$ cat config.mk
export PLATFORM = sky130hd
export DESIGN_NAME = fetch_unit
export DESIGN_NICKNAME = d
export VERILOG_FILES = /design/src/rtl/fetch_unit.sv
export SDC_FILE = /design/constraint.sdc
export NUM_CORES = 1
export LEC_CHECK = 0
export CAP_MARGIN = 15
export CORE_ASPECT_RATIO = 2
export CORE_MARGIN = 3
export CORE_UTILIZATION = 48
export DETAILED_ROUTE_END_ITERATION = 10
export PLACE_DENSITY_LB_ADDON = 0.05
export SYNTH_ARGS = -nofsm -noshare
export SYNTH_HDL_FRONTEND = slang
export SYNTH_SLANG_ARGS = --single-unit
$ cat constraint.sdc
create_clock -name clk -period 4.15 [get_ports clk]
set_clock_uncertainty 0.15 [all_clocks]
set_input_delay 1.0375 -clock clk [delete_from_list [all_inputs] [get_ports clk]]
set_output_delay 1.0375 -clock clk [all_outputs]
set_load 0.01 [all_outputs]
$ cat src/rtl/fetch_unit.sv
// fetch_unit: instruction-fetch stage of the pipelined MIPS core.
// Holds the PC, drives the instruction-memory address, selects the next PC
// and owns the IF/ID pipeline register feeding decode.
// Optional feature: define FETCH_ADEL_EN to enable fetch address-error
// detection (misaligned or outside instruction memory).
module fetch_unit #(
  parameter logic [31:0] RESET_PC = 32'h0000_3000,
  parameter int          IM_WORDS = 1024
) (
  input  logic        clk,
  input  logic        reset,
  input  logic        stall,
  input  logic        flush,
  input  logic [2:0]  PC_sel,
  input  logic [31:0] npc_target,
  input  logic [31:0] jr_target,
  input  logic [31:0] instr,
  output logic [31:0] imem_addr,
  output logic [31:0] IR_D,
  output logic [31:0] PC_D,
  output logic [31:0] PC8_D,
  output logic        valid_D,
  output logic        adel_D
);

  logic [31:0] pc_q, pc_d;
  logic [31:0] ir_q, ir_d;
  logic [31:0] pcd_q, pcd_d;
  logic [31:0] pc8_q, pc8_d;
  logic        valid_q, valid_d;
  logic        fetch_adel;

`ifdef FETCH_ADEL_EN
  logic        adel_q, adel_d;
  // One past the last valid byte address; 33 bits so the bound cannot wrap.
  localparam logic [32:0] IM_LIMIT = {1'b0, RESET_PC} + (33'(IM_WORDS) * 33'd4);

  // Address error: misaligned PC or PC outside the instruction memory window.
  always_comb begin
    fetch_adel = (pc_q[1:0] != 2'b00) ||
                 (pc_q < RESET_PC) ||
                 ({1'b0, pc_q} >= IM_LIMIT);
  end
`else
  // No address checking in this build.
  always_comb begin
    fetch_adel = 1'b0;
  end
`endif

  // Next-PC selection; stall holds the PC, unknown selects fall back to PC+4.
  always_comb begin
    pc_d = pc_q + 32'd4;
    if (stall) begin
      pc_d = pc_q;
    end else begin
      case (PC_sel)
        3'd1, 3'd2: pc_d = npc_target;
        3'd3:       pc_d = jr_target;
        default:    pc_d = pc_q + 32'd4;
      endcase
    end
  end

  // IF/ID next state: stall holds everything, flush loads a bubble, else load.
  always_comb begin
    ir_d    = ir_q;
    pcd_d   = pcd_q;
    pc8_d   = pc8_q;
    valid_d = valid_q;
`ifdef FETCH_ADEL_EN
    adel_d  = adel_q;
`endif
    if (!stall) begin
      if (flush) begin
        ir_d    = 32'd0;
        pcd_d   = 32'd0;
        pc8_d   = 32'd0;
        valid_d = 1'b0;
`ifdef FETCH_ADEL_EN
        adel_d  = 1'b0;
`endif
      end else begin
        // A faulting fetch enters decode as a nop but keeps its PC for the EPC.
        ir_d    = fetch_adel ? 32'd0 : instr;
        pcd_d   = pc_q;
        pc8_d   = pc_q + 32'd8;
        valid_d = 1'b1;
`ifdef FETCH_ADEL_EN
        adel_d  = fetch_adel;
`endif
      end
    end
  end

  // PC register; reset overrides stall, flush and PC_sel.
  always_ff @(posedge clk) begin
    if (reset) begin
      pc_q <= RESET_PC;
    end else begin
      pc_q <= pc_d;
    end
  end

  // IF/ID pipeline register.
  always_ff @(posedge clk) begin
    if (reset) begin
      ir_q    <= 32'd0;
      pcd_q   <= 32'd0;
      pc8_q   <= 32'd0;
      valid_q <= 1'b0;
    end else begin
      ir_q    <= ir_d;
      pcd_q   <= pcd_d;
      pc8_q   <= pc8_d;
      valid_q <= valid_d;
    end
  end

`ifdef FETCH_ADEL_EN
  // Address-error flag travels with IR_D.
  always_ff @(posedge clk) begin
    if (reset) begin
      adel_q <= 1'b0;
    end else begin
      adel_q <= adel_d;
    end
  end
  assign adel_D = adel_q;
`else
  assign adel_D = 1'b0;
`endif

  assign imem_addr = pc_q;
  assign IR_D      = ir_q;
  assign PC_D      = pcd_q;
  assign PC8_D     = pc8_q;
  assign valid_D   = valid_q;

endmodule

==> results of run 1 <==
[power by group through the flow]
stage,sequential (mW),clock (mW),combinational [mW]
2_1_floorplan,1.34,0,0.221
3_3_place_gp,1.34,0,0.482
3_5_place_dp,1.34,0,0.492
4_1_cts,1.31,1.55,0.496
5_1_grt,1.32,1.61,0.532
6_report,1.32,1.54,0.496
[sequential cells by signal, indices dropped and copies added (netlist names)]
signal and count:
valid_D 1, PC8_D 29, imem_addr 32, PC_D 32, IR_D 32
[worst max-delay path, stage by stage]
cell	delay, ns
clkdlybuf4s50_1	0.56
o21bai_2	0.87
nand2_1	0.29
o32a_1	0.37
o22ai_1	0.13
[how the worst min path moves through the flow]
| stage | endpoint | slack (ns) | cells after the start |
|---|---|---|---|
| 3_3_place_gp | PC8_D[17]$_SDFFE_PP0N_ | 0.31 | 1 |
| 2_1_floorplan | imem_addr[30]$_SDFFE_PP0N_ | 0.37 | 1 |
| 3_5_place_dp | PC8_D[31]$_SDFFE_PP0N_ | 0.32 | 1 |
| 6_report | PC8_D[19]$_SDFFE_PP0N_ | 0.32 | 1 |
| 4_1_cts | PC8_D[19]$_SDFFE_PP0N_ | 0.33 | 1 |
| 5_1_grt | PC8_D[21]$_SDFFE_PP0N_ | 0.35 | 1 |
[area by class of cell]
type                            count  area (um^2)
Fill cell                         966         3270
Clock buffer                       18          439
Clock inverter                     14          169
Multi-Input combinational cell    502         3150
Sequential cell                   126         2520
Inverter                           23         86.3
Tap cell                          147          184
Timing Repair Buffer              248         2430
Antenna cell                        3         7.51
[cell usage after synthesis (5+ instances only)]
library cell  number
inv_1             22
a22o_1            23
nand3_1           14
nor4_1             7
nor3_1            40
a221oi_1          24
a211oi_1           5
a221o_1            6
a21oi_1           60
o21ai_0           17
nand4_1           14
nor3b_1           11
buf_4              5
nor2_1           107
nand2_1           17
mux2i_1            6
mux2_2             7
and3_1             7
o32ai_1            5
xnor2_1           22
clkbuf_1          47
xor2_1             5
a22oi_1           46
dfxtp_1          126
buf_2             12
buf_1             10
[through the flow]
| step | hold slack, ns | power [mW] | util | setup WS, ns | cells |
|---|---|---|---|---|---|
| floorplan | 0.370 | 1.56 | - | 1.45 | 725 |
| global placement | 0.311 | 1.82 | 0.683 | 0.755 | 1046 |
| detailed placement | 0.316 | 1.83 | 0.683 | 0.679 | 1046 |
| CTS | 0.331 | 3.36 | 0.733 | 1.11 | 1078 |
| global route | 0.353 | 3.46 | 0.733 | 0.927 | 1081 |
| finish | 0.324 | 3.36 | 0.733 | 1.07 | 1081 |
[kinds of logic (layout without fill, tap and decap cells)]
group	count (synthesis)	in the layout
simple gates	244	244
mux	13	13
xor+xnor	27	27
flops	126	126
other cells	1	4
compound gates	215	215
buf+inv	97	303
fa+ha+maj	2	2
[routing by layer]
layer	global-route usage	wire [um]	vias to the layer above
met5	0	0	-
met4	0.216	1420	0
met3	0.0729	1520	66
met2	0.573	12200	294
met1	0.303	7340	3112
li1	-	-	3051
==> flow_summary_export.csv, run 1 <==
group,metric,value,unit
clock_tree,htreeDepth,4,
yosys,ys_warn_count,0,
drt,routed_wl,22500,um
yosys,synth.avg_cell_area,8.35,um^2
critical_path,r2r_cells,5,
yosys,synthArstFlopShare,0,
critical_path,critPathRequiredTime,4.33,ns
critical_path,arrival,3.27,ns
drt,via_per_inst,6.03,
yosys,syn_area,6060,um^2
critical_path,crit_end,"imem_addr[8]$_SDFFE_PP0N_",
power,combPwrFrac,0.148,
power,netSwitchingPower,0.913,mW
floorplanning,start_util,0.494,
global_routing,track_usage,0.313,
critical_path,timing.rr.start,"imem_addr[9]$_SDFFE_PP0N_",
critical_path,rr_endpoint,"PC8_D[31]$_SDFFE_PP0N_",
critical_path,crit_fanout,23,
finish,post-route-cell-area,8990,um^2
floorplanning,core,12300,um^2
yosys,synthAdderAreaFrac,0.00413,
placed_design,placed_cell_area,8380,um^2
clock_tree,ctsHoldBuffers,0,
timing,setup_viol,0,
critical_path,end_kind,"flop",
power,power_leakage,3.15,nW
timing,max_freq,0.324,GHz
yosys,synth.area.mux_share,0.0229,
yosys,yosys.area_share.simple,0.200,
clock_tree,cts_post_setup_buffers_inserted,0,
clock_tree,cts_buffers,17,
timing,fin_setup_tns,0,ns
power,p_int,2.44,mW
timing,worst_pin_slew,1.04,ns
placed_design,place.gp.congestion,0.904,
drt,vias,6523,
timing,rsz0062_at_grt,"false",
placed_design,io_buffers,231,
power,sw_frac_of_total,0.272,
timing,finalCritPeriodShare,0.743,
yosys,synth_seq_cells,126,
critical_path,ff2ff_setup_slack,1.25,ns
yosys,ys_seq_area_frac,0.416,
floorplanning,fp.dieArea,14100,um^2
yosys,synth_area_leaders,"dfxtp_1, nor2_1, a22oi_1",
global_routing,antenna_found_initial,3,
min_path,hold_class,"flop to flop",
finish,final_cell_mix,"clkdlybuf4s50_1, dfxtp_1, nor2_1",
yosys,synth_fp_nets,830,
power,power_frac_seq,0.392,
finish,layout.nets,1023,
clock_tree,clk_pin_slew,0.06,ns
global_routing,grt_pass1_vias,6651,
yosys,synth_edf_count,0,
power,pwr-share-clk,0.460,
power,peakVddDrop,0.363,mV
yosys,syn_inst,725,
yosys,synth_top_family_by_area,"compound AO/OA/AOI/OAI gates",
timing,hold_viol_final,0,
timing,finalCriticalPeriod,3.08,ns
global_routing,grt_max_degree,100,
yosys,synth_top_area_frac,0.416,
floorplanning,die_x,85.4,um
run,cap_violations,0,
global_routing,grt_overflow,0,
drt,drtAntennaViolNets,0,
finish,synthToLayoutAreaGrowth,48.5,%
timing,slew-limit-headroom,0.301,
critical_path,cp-start-kind,"primary input",
floorplanning,rows,57,
global_routing,grt_first_pass_wirelength,34300,um
clock_tree,cts_buffer_depth,2,
critical_path,startpoint,"PC_sel[0]",
clock_tree,cts_root_buf,"clkbuf_16",
floorplanning,io_pins,233,
yosys,synth-compound-area-share,0.251,
yosys,ys.flop_type,"dfxtp_1",
yosys,yosysTopAreaCell,"dfxtp_1",
clock_tree,ctsResizeCount,0,
drt,drtIter0Drc,455,
placed_design,hpwl,16300,um
yosys,synth-xor-area-share,0.0390,
finish,drive_above_1_share,0.0806,
critical_path,crit_type,"primary input to flop",
drt,drc_errors,0,
floorplanning,die_h,165,um
outcome,status,"finished clean",
drt,routedWlPerCell,20.8,um
drt,dr.pass1.iters,8,
clock_tree,clock_sinks,126,
clock_tree,cts_tree,"yes",
min_path,hp-start,"PC8_D[19]$_SDFFE_PP0N_",
timing,slew_violations,0,
clock_tree,clk_latency,0.41,ns
finish,final_common_cell,"clkdlybuf4s50_1",
yosys,synth_cell_type_count,54,
power,power_density,373,nW/um^2
(Power assumes the default switching activity.)
==> inputs of run 2 (changes only) <==
--- a/config.mk
+++ b/config.mk
@@ -8,7 +8,7 @@
 export CAP_MARGIN = 15
 export CORE_ASPECT_RATIO = 2
 export CORE_MARGIN = 3
-export CORE_UTILIZATION = 48
+export CORE_UTILIZATION = 44
 export DETAILED_ROUTE_END_ITERATION = 10
 export PLACE_DENSITY_LB_ADDON = 0.05
 export SYNTH_ARGS = -nofsm -noshare
==> constraint.sdc (replaced) <==
create_clock -name clk -period 3.07 [get_ports clk]
set_clock_uncertainty 0.15 [all_clocks]
set_input_delay 0.7675 -clock clk [delete_from_list [all_inputs] [get_ports clk]]
set_output_delay 0.7675 -clock clk [all_outputs]
set_load 0.01 [all_outputs]
==> flow_summary_export.csv, run 2 (synthesis gave the netlist of run 1 again) <==
group,metric,value,unit
critical_path,startpoint,"PC_sel[0]",
critical_path,crit_type,"primary input to flop",
clock_tree,cts_tree,"yes",
timing,finalCritPeriodShare,0.889,
clock_tree,ctsResizeCount,0,
timing,hold_viol_final,0,
floorplanning,start_util,0.451,
power,peakVddDrop,0.386,mV
critical_path,cp-start-kind,"primary input",
finish,final_common_cell,"clkdlybuf4s50_1",
timing,setup_viol,0,
run,cap_violations,0,
global_routing,grt_max_degree,81,
finish,layout.nets,1043,
timing,slew_violations,0,
clock_tree,htreeDepth,4,
finish,final_cell_count_no_fill,1106,
timing,max_freq,0.367,GHz
power,netSwitchingPower,1.27,mW
timing,fin_setup_tns,0,ns
power,power_frac_seq,0.383,
timing,finalCriticalPeriod,2.73,ns
outcome,status,"finished clean",
min_path,hp-start,"PC8_D[23]$_SDFFE_PP0N_",
drt,routedWlPerCell,21.7,um
critical_path,end_kind,"flop",
clock_tree,clock_sinks,126,
floorplanning,core,13400,um^2
placed_design,post-place-cells,1074,
critical_path,arrival,2.85,ns
min_path,hold_class,"flop to flop",
power,power_leakage,3.25,nW
clock_tree,cts_buffer_depth,2,
power,sw_frac_of_total,0.273,
placed_design,io_buffers,231,
clock_tree,cts_buffers,17,
drt,via_per_inst,6.06,
drt,drtIter0Drc,415,
global_routing,grt_first_pass_wirelength,36100,um
drt,routed_wl,24000,um
global_routing,antenna_found_initial,0,
finish,final_cell_mix,"clkdlybuf4s50_1, dfxtp_1, nor2_1",
placed_design,hpwl,17900,um
drt,dr.pass1.iters,5,
global_routing,track_usage,0.311,
drt,vias,6699,
timing,slew-limit-headroom,0.433,
global_routing,grt_overflow,0,
finish,antenna_cells,0,
critical_path,critPathRequiredTime,3.19,ns
drt,drc_errors,0,
finish,synthToLayoutAreaGrowth,51.7,%
power,combPwrFrac,0.153,
floorplanning,die_h,172,um
drt,drtAntennaViolNets,0,
clock_tree,cts_root_buf,"clkbuf_16",
critical_path,crit_fanout,15,
power,power_density,505,nW/um^2
power,p_int,3.37,mW
critical_path,timing.rr.start,"imem_addr[10]$_SDFFE_PP0N_",
clock_tree,clk_pin_slew,0.06,ns
clock_tree,ctsHoldBuffers,0,
floorplanning,io_pins,233,
floorplanning,rows,60,
finish,drive_above_1_share,0.0999,
placed_design,place.gp.congestion,0.936,
timing,worst_pin_slew,0.850,ns
clock_tree,clk_latency,0.42,ns
power,pwr-share-clk,0.464,
floorplanning,fp.dieArea,15300,um^2
timing,rsz0062_at_grt,"false",
global_routing,grt_pass1_vias,6781,
floorplanning,die_x,89.0,um
clock_tree,cts_post_setup_buffers_inserted,0,
==> run 2: cell types whose count changed in the layout (fill, tap and decap cells not counted), sizes merged <==
cell,change
buf,+20
bufinv,+1
clkbuf,-1
clkinvlp,+1
diode,-3
inv,-1
==> run 2: power by group through the flow <==
stage / clock, mW / sequential, mW / combinational (mW)
final: 2.15 / 1.78 / 0.708
after global routing: 2.26 / 1.78 / 0.756
after CTS: 2.18 / 1.78 / 0.707
after detailed placement: 0 / 1.81 / 0.701
after global placement: 0 / 1.81 / 0.689
after floorplan: 0 / 1.81 / 0.299
==> run 2: path summary, 6_finish.rpt <==
kind	to	slack, ns	cells past startpoint
max	imem_addr[16]$_SDFFE_PP0N_	0.34	7
min reg2reg	PC8_D[23]$_SDFFE_PP0N_	0.32	1
max reg2reg	PC8_D[28]$_SDFFE_PP0N_	0.40	5
min	PC8_D[23]$_SDFFE_PP0N_	0.32	1
==> run 2: layout make-up <==
class	instances	area, um^2
Timing Repair Buffer	268	2610
Clock buffer	17	425
Tap cell	155	194
Multi-Input combinational cell	502	3150
Sequential cell	126	2520
Fill cell	1102	4250
Clock inverter	15	196
Inverter	23	86.3
==> run 2: worst max-delay path, cell delays in order <==
cell	delay, ns
clkdlybuf4s50_1	0.62
nand2b_1	0.19
a21oi_2	0.26
buf_4	0.29
a221o_1	0.21
nor2_1	0.06
a2111oi_0	0.43
==> run 2: per-layer routing <==
| layer | global-route usage | up-vias | wire length [um] |
|---|---|---|---|
| li1 | - | 3092 | - |
| met1 | 0.298 | 3181 | 7810 |
| met2 | 0.579 | 348 | 13200 |
| met3 | 0.0634 | 78 | 1490 |
| met4 | 0.198 | 0 | 1500 |
| met5 | 0 | - | 0 |
==> run 2: through the flow <==
| stage | hold WS, ns | total power, mW | setup WS, ns | utilization | cell area [um^2] |
|---|---|---|---|---|---|
| final | 0.323 | 4.64 | 0.342 | 0.684 | 9190 |
| after global routing | 0.340 | 4.79 | 0.204 | 0.684 | 9190 |
| after CTS | 0.332 | 4.66 | 0.416 | 0.684 | 9190 |
| after detailed placement | 0.317 | 2.51 | -0.00976 | 0.637 | 8560 |
| after global placement | 0.310 | 2.50 | 0.264 | 0.637 | 8560 |
| after floorplan | 0.370 | 2.11 | 0.637 | - | 6060 |
